[src/rtl/poly_voice_alloc.sv]
// poly_voice_alloc: PS/2 byte-stream polyphonic voice allocator.
// Decodes make/break (F0) and extended (E0) scan codes, and maps note keys
// to frequency words with optional octave transpose. It assigns notes to
// NUM_VOICES slots and steals the oldest slot when every slot is busy.
// Ports:
//   clk, reset        system clock, synchronous active-high reset
//   scan_code/valid   received PS/2 byte and its one-cycle strobe
//   transpose         00/11 nominal, 01 octave up, 10 octave down
//   all_off           release every voice and return decoder to idle
//   voice_freq        per-voice frequency word (1 when gate is off)
//   voice_gate        per-voice sounding flag
//   voice_key         per-voice held scan code (0 when free)
//   active_count      number of gates set
//   steal_pulse       one-cycle strobe when a voice is stolen
module poly_voice_alloc #(
  parameter int NUM_VOICES = 4,
  parameter int FREQ_W     = 16,
  parameter int AGE_W      = 4
) (
  input  logic                         clk,
  input  logic                         reset,
  input  logic [7:0]                   scan_code,
  input  logic                         scan_valid,
  input  logic [1:0]                   transpose,
  input  logic                         all_off,
  output logic [NUM_VOICES*FREQ_W-1:0] voice_freq,
  output logic [NUM_VOICES-1:0]        voice_gate,
  output logic [NUM_VOICES*8-1:0]      voice_key,
  output logic [3:0]                   active_count,
  output logic                         steal_pulse
);

  localparam int IDX_W = $clog2(NUM_VOICES);

  typedef enum logic [1:0] {
    S_IDLE,
    S_BREAK,
    S_EXT,
    S_EXT_BREAK
  } state_t;

  state_t r_state;
  state_t w_state_nxt;

  logic w_make;
  logic w_release;

  logic [11:0]       w_tab_raw;
  logic              w_mapped;
  logic [FREQ_W-1:0] w_base;
  logic [FREQ_W-1:0] w_freq_new;

  logic [NUM_VOICES-1:0] r_gate;
  logic [FREQ_W-1:0]     r_freq [NUM_VOICES];
  logic [7:0]            r_key  [NUM_VOICES];
  logic [AGE_W-1:0]      r_age  [NUM_VOICES];
  logic [3:0]            r_count;
  logic                  r_steal;

  logic [NUM_VOICES-1:0] w_gate_nxt;
  logic [FREQ_W-1:0]     w_freq_nxt [NUM_VOICES];
  logic [7:0]            w_key_nxt  [NUM_VOICES];
  logic [AGE_W-1:0]      w_age_nxt  [NUM_VOICES];
  logic [3:0]            w_count_nxt;
  logic                  w_steal_nxt;

  logic             w_hit;
  logic             w_free_found;
  logic [IDX_W-1:0] w_free_idx;
  logic [IDX_W-1:0] w_old_idx;
  logic [AGE_W-1:0] w_old_age;
  logic [IDX_W-1:0] w_alloc_idx;

  // Note table; 0 marks an unmapped code.
  function automatic logic [11:0] note_freq(input logic [7:0] code);
    case (code)
      8'h15: note_freq = 12'd400;
      8'h1C: note_freq = 12'd423;
      8'h1D: note_freq = 12'd448;
      8'h1B: note_freq = 12'd475;
      8'h24: note_freq = 12'd503;
      8'h23: note_freq = 12'd533;
      8'h2B: note_freq = 12'd565;
      8'h2C: note_freq = 12'd599;
      8'h34: note_freq = 12'd634;
      8'h35: note_freq = 12'd672;
      8'h33: note_freq = 12'd712;
      8'h3B: note_freq = 12'd755;
      8'h43: note_freq = 12'd800;
      8'h42: note_freq = 12'd847;
      8'h44: note_freq = 12'd897;
      8'h4B: note_freq = 12'd951;
      8'h4D: note_freq = 12'd1007;
      8'h4C: note_freq = 12'd1067;
      8'h52: note_freq = 12'd1131;
      8'h5B: note_freq = 12'd1198;
      default: note_freq = 12'd0;
    endcase
  endfunction

  always_comb begin
    w_tab_raw = note_freq(scan_code);
    w_mapped  = |w_tab_raw;
    w_base    = FREQ_W'(w_tab_raw);
    case (transpose)
      2'b01:   w_freq_new = w_base << 1;
      2'b10:   w_freq_new = w_base >> 1;
      default: w_freq_new = w_base;
    endcase
  end

  // Decoder: state register
  always_ff @(posedge clk) begin
    if (reset) r_state <= S_IDLE;
    else       r_state <= w_state_nxt;
  end

  // Decoder: next state and events
  always_comb begin
    w_state_nxt = r_state;
    w_make      = 1'b0;
    w_release   = 1'b0;
    if (all_off) begin
      w_state_nxt = S_IDLE;
    end else if (scan_valid) begin
      case (r_state)
        S_IDLE: begin
          if (scan_code == 8'hF0)      w_state_nxt = S_BREAK;
          else if (scan_code == 8'hE0) w_state_nxt = S_EXT;
          else if (w_mapped)           w_make = 1'b1;
        end
        S_BREAK: begin
          if (scan_code == 8'hF0) begin
            w_state_nxt = S_BREAK;
          end else if (scan_code == 8'hE0) begin
            w_state_nxt = S_EXT_BREAK;
          end else begin
            w_release   = 1'b1;
            w_state_nxt = S_IDLE;
          end
        end
        S_EXT: begin
          if (scan_code == 8'hF0) w_state_nxt = S_EXT_BREAK;
          else                    w_state_nxt = S_IDLE;
        end
        default: w_state_nxt = S_IDLE;
      endcase
    end
  end

  // Voice search: repeat hit, lowest free slot, oldest slot (ties to lowest index)
  always_comb begin
    w_hit        = 1'b0;
    w_free_found = 1'b0;
    w_free_idx   = '0;
    w_old_idx    = '0;
    w_old_age    = '0;
    for (int unsigned i = 0; i < NUM_VOICES; i++) begin
      if (r_gate[i] && (r_key[i] == scan_code)) w_hit = 1'b1;
      if (!r_gate[i] && !w_free_found) begin
        w_free_found = 1'b1;
        w_free_idx   = IDX_W'(i);
      end
      if (r_age[i] > w_old_age) begin
        w_old_age = r_age[i];
        w_old_idx = IDX_W'(i);
      end
    end
    w_alloc_idx = w_free_found ? w_free_idx : w_old_idx;
  end

  // Voice next-state
  always_comb begin
    w_gate_nxt  = r_gate;
    w_steal_nxt = 1'b0;
    w_count_nxt = '0;
    for (int unsigned i = 0; i < NUM_VOICES; i++) begin
      w_freq_nxt[i] = r_freq[i];
      w_key_nxt[i]  = r_key[i];
      w_age_nxt[i]  = r_age[i];
      if (all_off) begin
        w_gate_nxt[i] = 1'b0;
        w_freq_nxt[i] = FREQ_W'(1);
        w_key_nxt[i]  = '0;
        w_age_nxt[i]  = '0;
      end else if (w_release) begin
        if (r_gate[i] && (r_key[i] == scan_code)) begin
          w_gate_nxt[i] = 1'b0;
          w_freq_nxt[i] = FREQ_W'(1);
          w_key_nxt[i]  = '0;
          w_age_nxt[i]  = '0;
        end
      end else if (w_make && !w_hit) begin
        if (IDX_W'(i) == w_alloc_idx) begin
          w_gate_nxt[i] = 1'b1;
          w_freq_nxt[i] = w_freq_new;
          w_key_nxt[i]  = scan_code;
          w_age_nxt[i]  = '0;
        end else if (r_gate[i] && (r_age[i] != '1)) begin
          w_age_nxt[i] = r_age[i] + AGE_W'(1);
        end
      end
    end
    if (!all_off && w_make && !w_hit && !w_free_found) w_steal_nxt = 1'b1;
    for (int unsigned i = 0; i < NUM_VOICES; i++) begin
      w_count_nxt = w_count_nxt + 4'(w_gate_nxt[i]);
    end
  end

  always_ff @(posedge clk) begin
    if (reset) begin
      r_gate  <= '0;
      r_count <= '0;
      r_steal <= 1'b0;
      for (int unsigned i = 0; i < NUM_VOICES; i++) begin
        r_freq[i] <= FREQ_W'(1);
        r_key[i]  <= '0;
        r_age[i]  <= '0;
      end
    end else begin
      r_gate  <= w_gate_nxt;
      r_count <= w_count_nxt;
      r_steal <= w_steal_nxt;
      for (int unsigned i = 0; i < NUM_VOICES; i++) begin
        r_freq[i] <= w_freq_nxt[i];
        r_key[i]  <= w_key_nxt[i];
        r_age[i]  <= w_age_nxt[i];
      end
    end
  end

  always_comb begin
    voice_freq = '0;
    voice_key  = '0;
    for (int unsigned i = 0; i < NUM_VOICES; i++) begin
      voice_freq[i*FREQ_W +: FREQ_W] = r_freq[i];
      voice_key[i*8 +: 8]            = r_key[i];
    end
    voice_gate   = r_gate;
    active_count = r_count;
    steal_pulse  = r_steal;
  end

endmodule

[config.mk]
export PLATFORM = sky130hd
export DESIGN_NAME = poly_voice_alloc
export DESIGN_NICKNAME = d
export VERILOG_FILES = /design/src/rtl/poly_voice_alloc.sv
export SDC_FILE = /design/constraint.sdc
export NUM_CORES = 1
export LEC_CHECK = 0
export CELL_PAD_IN_SITES_DETAIL_PLACEMENT = 1
export CELL_PAD_IN_SITES_GLOBAL_PLACEMENT = 1
export CORE_ASPECT_RATIO = 1.1
export CORE_MARGIN = 4
export CORE_UTILIZATION = 40
export DETAILED_ROUTE_END_ITERATION = 10
export MAX_ROUTING_LAYER = met4
export PLACE_DENSITY = 0.86
export RECOVER_POWER = 25
export SETUP_SLACK_MARGIN = 0.4
export SYNTH_ARGS = -nofsm -noshare
export SYNTH_HDL_FRONTEND = slang
export SYNTH_SLANG_ARGS = --single-unit
[constraint.sdc]
create_clock -name clk -period 8 [get_ports clk]
set_input_delay 1.6 -clock clk [delete_from_list [all_inputs] [get_ports clk]]
set_output_delay 1.6 -clock clk [all_outputs]
set_load 0.01 [all_outputs]
==> results.toml <==
[run_status]
outcome = "finished clean"

[timing]
drv_slew = 0
fin_worst_skew_ns = 0.00877
final_min_period_over_clock_period = 0.785
finalSetupTns_ns = 0
setup_viol = 0
period_needed_ns = 6.28
timing.fmax_mhz = 159
worst_tran_pin_value_ns = 1.26
grt_setup_unrepaired = "no"
finalHoldViolCount = 0
timing.max_slew.rel_slack = 0.154

[synthesis]
post_synth_design_cell_area_um2 = 6600
synth-main-ff-cell = "sky130_fd_sc_hd__dfxtp_1"
synth.ff_latch_count = 106
warning_count_from_the_yosys_run = 0
yosys.cell_count.top_type = "sky130_fd_sc_hd__dfxtp_1"
netlist_top_cells_count = "106 x sky130_fd_sc_hd__dfxtp_1, 65 x sky130_fd_sc_hd__nand3_1, 64 x sky130_fd_sc_hd__a21oi_1, 64 x sky130_fd_sc_hd__o21ai_0, 63 x sky130_fd_sc_hd__nand2_1"
syn_inst = 806
avgSynthCellArea_um2 = 8.19
synth_top_area_share = 0.321
synth_enable_flop_cells = 0
most_area_consuming_cells_after_synthesis = "sky130_fd_sc_hd__dfxtp_1 32%, sky130_fd_sc_hd__nand3_1 4.9%, sky130_fd_sc_hd__a21oi_1 4.9%, sky130_fd_sc_hd__o21ai_0 4.9%, sky130_fd_sc_hd__xnor2_1 4.5%"
ys_async_sr_fraction = 0
synth_area_leader_cell = "sky130_fd_sc_hd__dfxtp_1"
yosys.cell_types.count = 87
ys_seq_area_frac = 0.321

[global_routing]
grt_first_pass_wirelength_mm = 37.1
gr-total-overflow = 0
antenna_found_initial = 0
vias_in_the_first_global_route = 6728
grt_start_max_net_pins = 61
grt_usage = 0.260

[routing]
drt-wirelength-per-cell_um = 21.6
detail_route.vias_per_cell = 6.14
routed_wl_mm = 23.3
vias_post_dr = 6626
antenna_violating_nets_post_route = 0
detail_route.first_pass.iterations = 5
remaining_drc_errors = 0
drtIter0Drc = 374

[clock_tree]
cts_tree = "yes"
clk-insertion-delay-late_ns = 0.36
total_of_cells_resized_after_clock_tree_synthesis = 0
cts.path.max_buffers = 2
cts.hold.buffers_added = 0
cts_buffers = 9
clock_pin_slew_worst_setup_and_hold_paths_ns = 0.07
total_clock_sinks = 106
cts-root-buf = "sky130_fd_sc_hd__clkbuf_16"
post-cts-setup-buffer-count = 0
cts.htree.levels = 3

[final_layout]
stdcell_area_um2 = 7850
multiInputGateArea_um2 = 3980
fillerInstances = 1957
finish.net_count = 908
areaGrowthSynthToFinish_pct = 18.9
postLayoutCoreUtil = 0.482
regArea_um2 = 2120
drive_above_1_share = 0.0731
n_antenna_cell = 0

[hold_path]
hold_path_depth = 2
holdCritPathClass = "reg -> reg"

[worst_setup_path]
ff2ff_setup_slack_ns = 1.72
crit_cells = 27
timing.setup.critical_path_class = "reg -> reg"
worst_ep_required_time_ns = 8.24
crit_path_most_repeated_cell = "sky130_fd_sc_hd__ha_1"
r2r.worst_path.cells = 27
critical_path.n_buffers_inverters = 1
slowest_stage = "sky130_fd_sc_hd__fa_1"
timing.critical_path.from_type = "register"
crit_arrival_ns = 6.52
worst_path_dominant_cell_family = "compound AO/OA/AOI/OAI gates"
cp_slowest_stage_delay_ns = 0.46
crit_fanout = 6
cp-end-kind = "register"

[pwr]
leakagePower_nw = 2.72
power_per_cell_area_nw_per_um2 = 138
vdd_drop_max_v = 0.0000779

[place]
placed_cell_area_um2 = 7570
hpwlAfterDp_mm = 16.9
port_buffers = 101
finalWeightedCongestion = 0.905

[floorplanning]
pin_count = 119
fp.dieArea_um2 = 18600
fp-row-count = 49
initial_core_utilization = 0.405
coreArea_um2 = 16300
die_y_um = 143
die_width_um = 131

[job]
cap_viol_max_count = 0
flip-flops by register name, summed over array words and instances (netlist names):
name / count
r_freq: 48
r_state: 2
steal_pulse: 1
active_count: 3
r_age: 16
voice_gate: 4
r_key: 32
worst paths after layout:
path                startpoint               to
setup / recovery   r_age[0][0]  active_count[1]
hold / removal    r_freq[3][3]     r_freq[3][3]
setup reg to reg   r_age[0][0]  active_count[1]
hold reg to reg   r_freq[3][3]     r_freq[3][3]
placed cells by master, fill, tap and decap left out, drive strengths merged, types with 4 or more instances in the layout:
cell type      instances
dfxtp                106
o21ai                 75
nand3                 66
a21oi                 65
nand2                 63
clkdlybuf4s50         53
dlygate4sd3           48
nor2                  41
xnor2                 34
inv                   25
nand4                 23
ha                    21
conb                  17
nor3                  16
a31oi                 16
mux2i                 14
buf                   14
o22ai                 10
a32o                  10
clkbuf                10
nor2b                  8
nand2b                 7
and3                   7
o221ai                 7
or3                    6
o21a                   6
o211ai                 6
a221o                  6
nor4b                  6
a211oi                 5
or2                    5
nor4                   4
o211a                  4
nor3b                  4
a21boi                 4
worst min-delay path: stages, from the launching register on:
cell                      delay (ns)
sky130_fd_sc_hd__dfxtp_1        0.31
sky130_fd_sc_hd__nand2_1        0.05
sky130_fd_sc_hd__mux2i_1        0.06
area by class of cell:
type / count / share of cell area
Multi-Input combinational cell: 615 / 0.507
Sequential cell: 106 / 0.270
Timing Repair Buffer: 115 / 0.142
Tap cell: 204 / 0.0325
Clock buffer: 10 / 0.0292
Inverter: 25 / 0.0120
Clock inverter: 5 / 0.00717
logic make-up after synthesis:
kind of cell | after synthesis | share of synthesized area
AND/OR/NAND/NOR | 276 | 0.225
AO/OA/AOI/OAI | 250 | 0.254
flip-flops | 106 | 0.321
buffers and inverters | 101 | 0.0862
XOR/XNOR | 34 | 0.0451
adder cells (fa/ha/maj) | 22 | 0.0428
multiplexers | 16 | 0.0246
other | 1 | 0.000568
metal layers:
metal | vias up | GRT usage | share of wire
met1 | 3261 | 0.314 | 0.41
li1 | 3084 | - | -
met2 | 220 | 0.431 | 0.50
met5 | - | - | 0
met3 | 61 | 0.0400 | 0.050
met4 | 0 | 0.108 | 0.042
through the flow:
step	setup slack (ns)	instances	power, mW	hold slack [ns]
2_1_floorplan	2.39	822	0.619	0.467
3_3_place_gp	1.99	1065	0.638	0.442
3_5_place_dp	1.74	1065	0.640	0.462
4_1_cts	1.72	1080	1.08	0.471
5_1_grt	1.22	1080	1.12	0.484
6_report	1.72	1080	1.08	0.462
report_power, final:
| part | total [mW] | internal, mW | switching, mW | leakage (nW) |
|---|---|---|---|---|
| Clock | 0.452 | 0.241 | 0.211 | 0.138 |
| Combinational | 0.101 | 0.0313 | 0.0695 | 1.73 |
| Sequential | 0.528 | 0.527 | 0.000501 | 0.853 |
| Total | 1.08 | 0.800 | 0.281 | 2.72 |
Power figures use the tool's default switching activity.
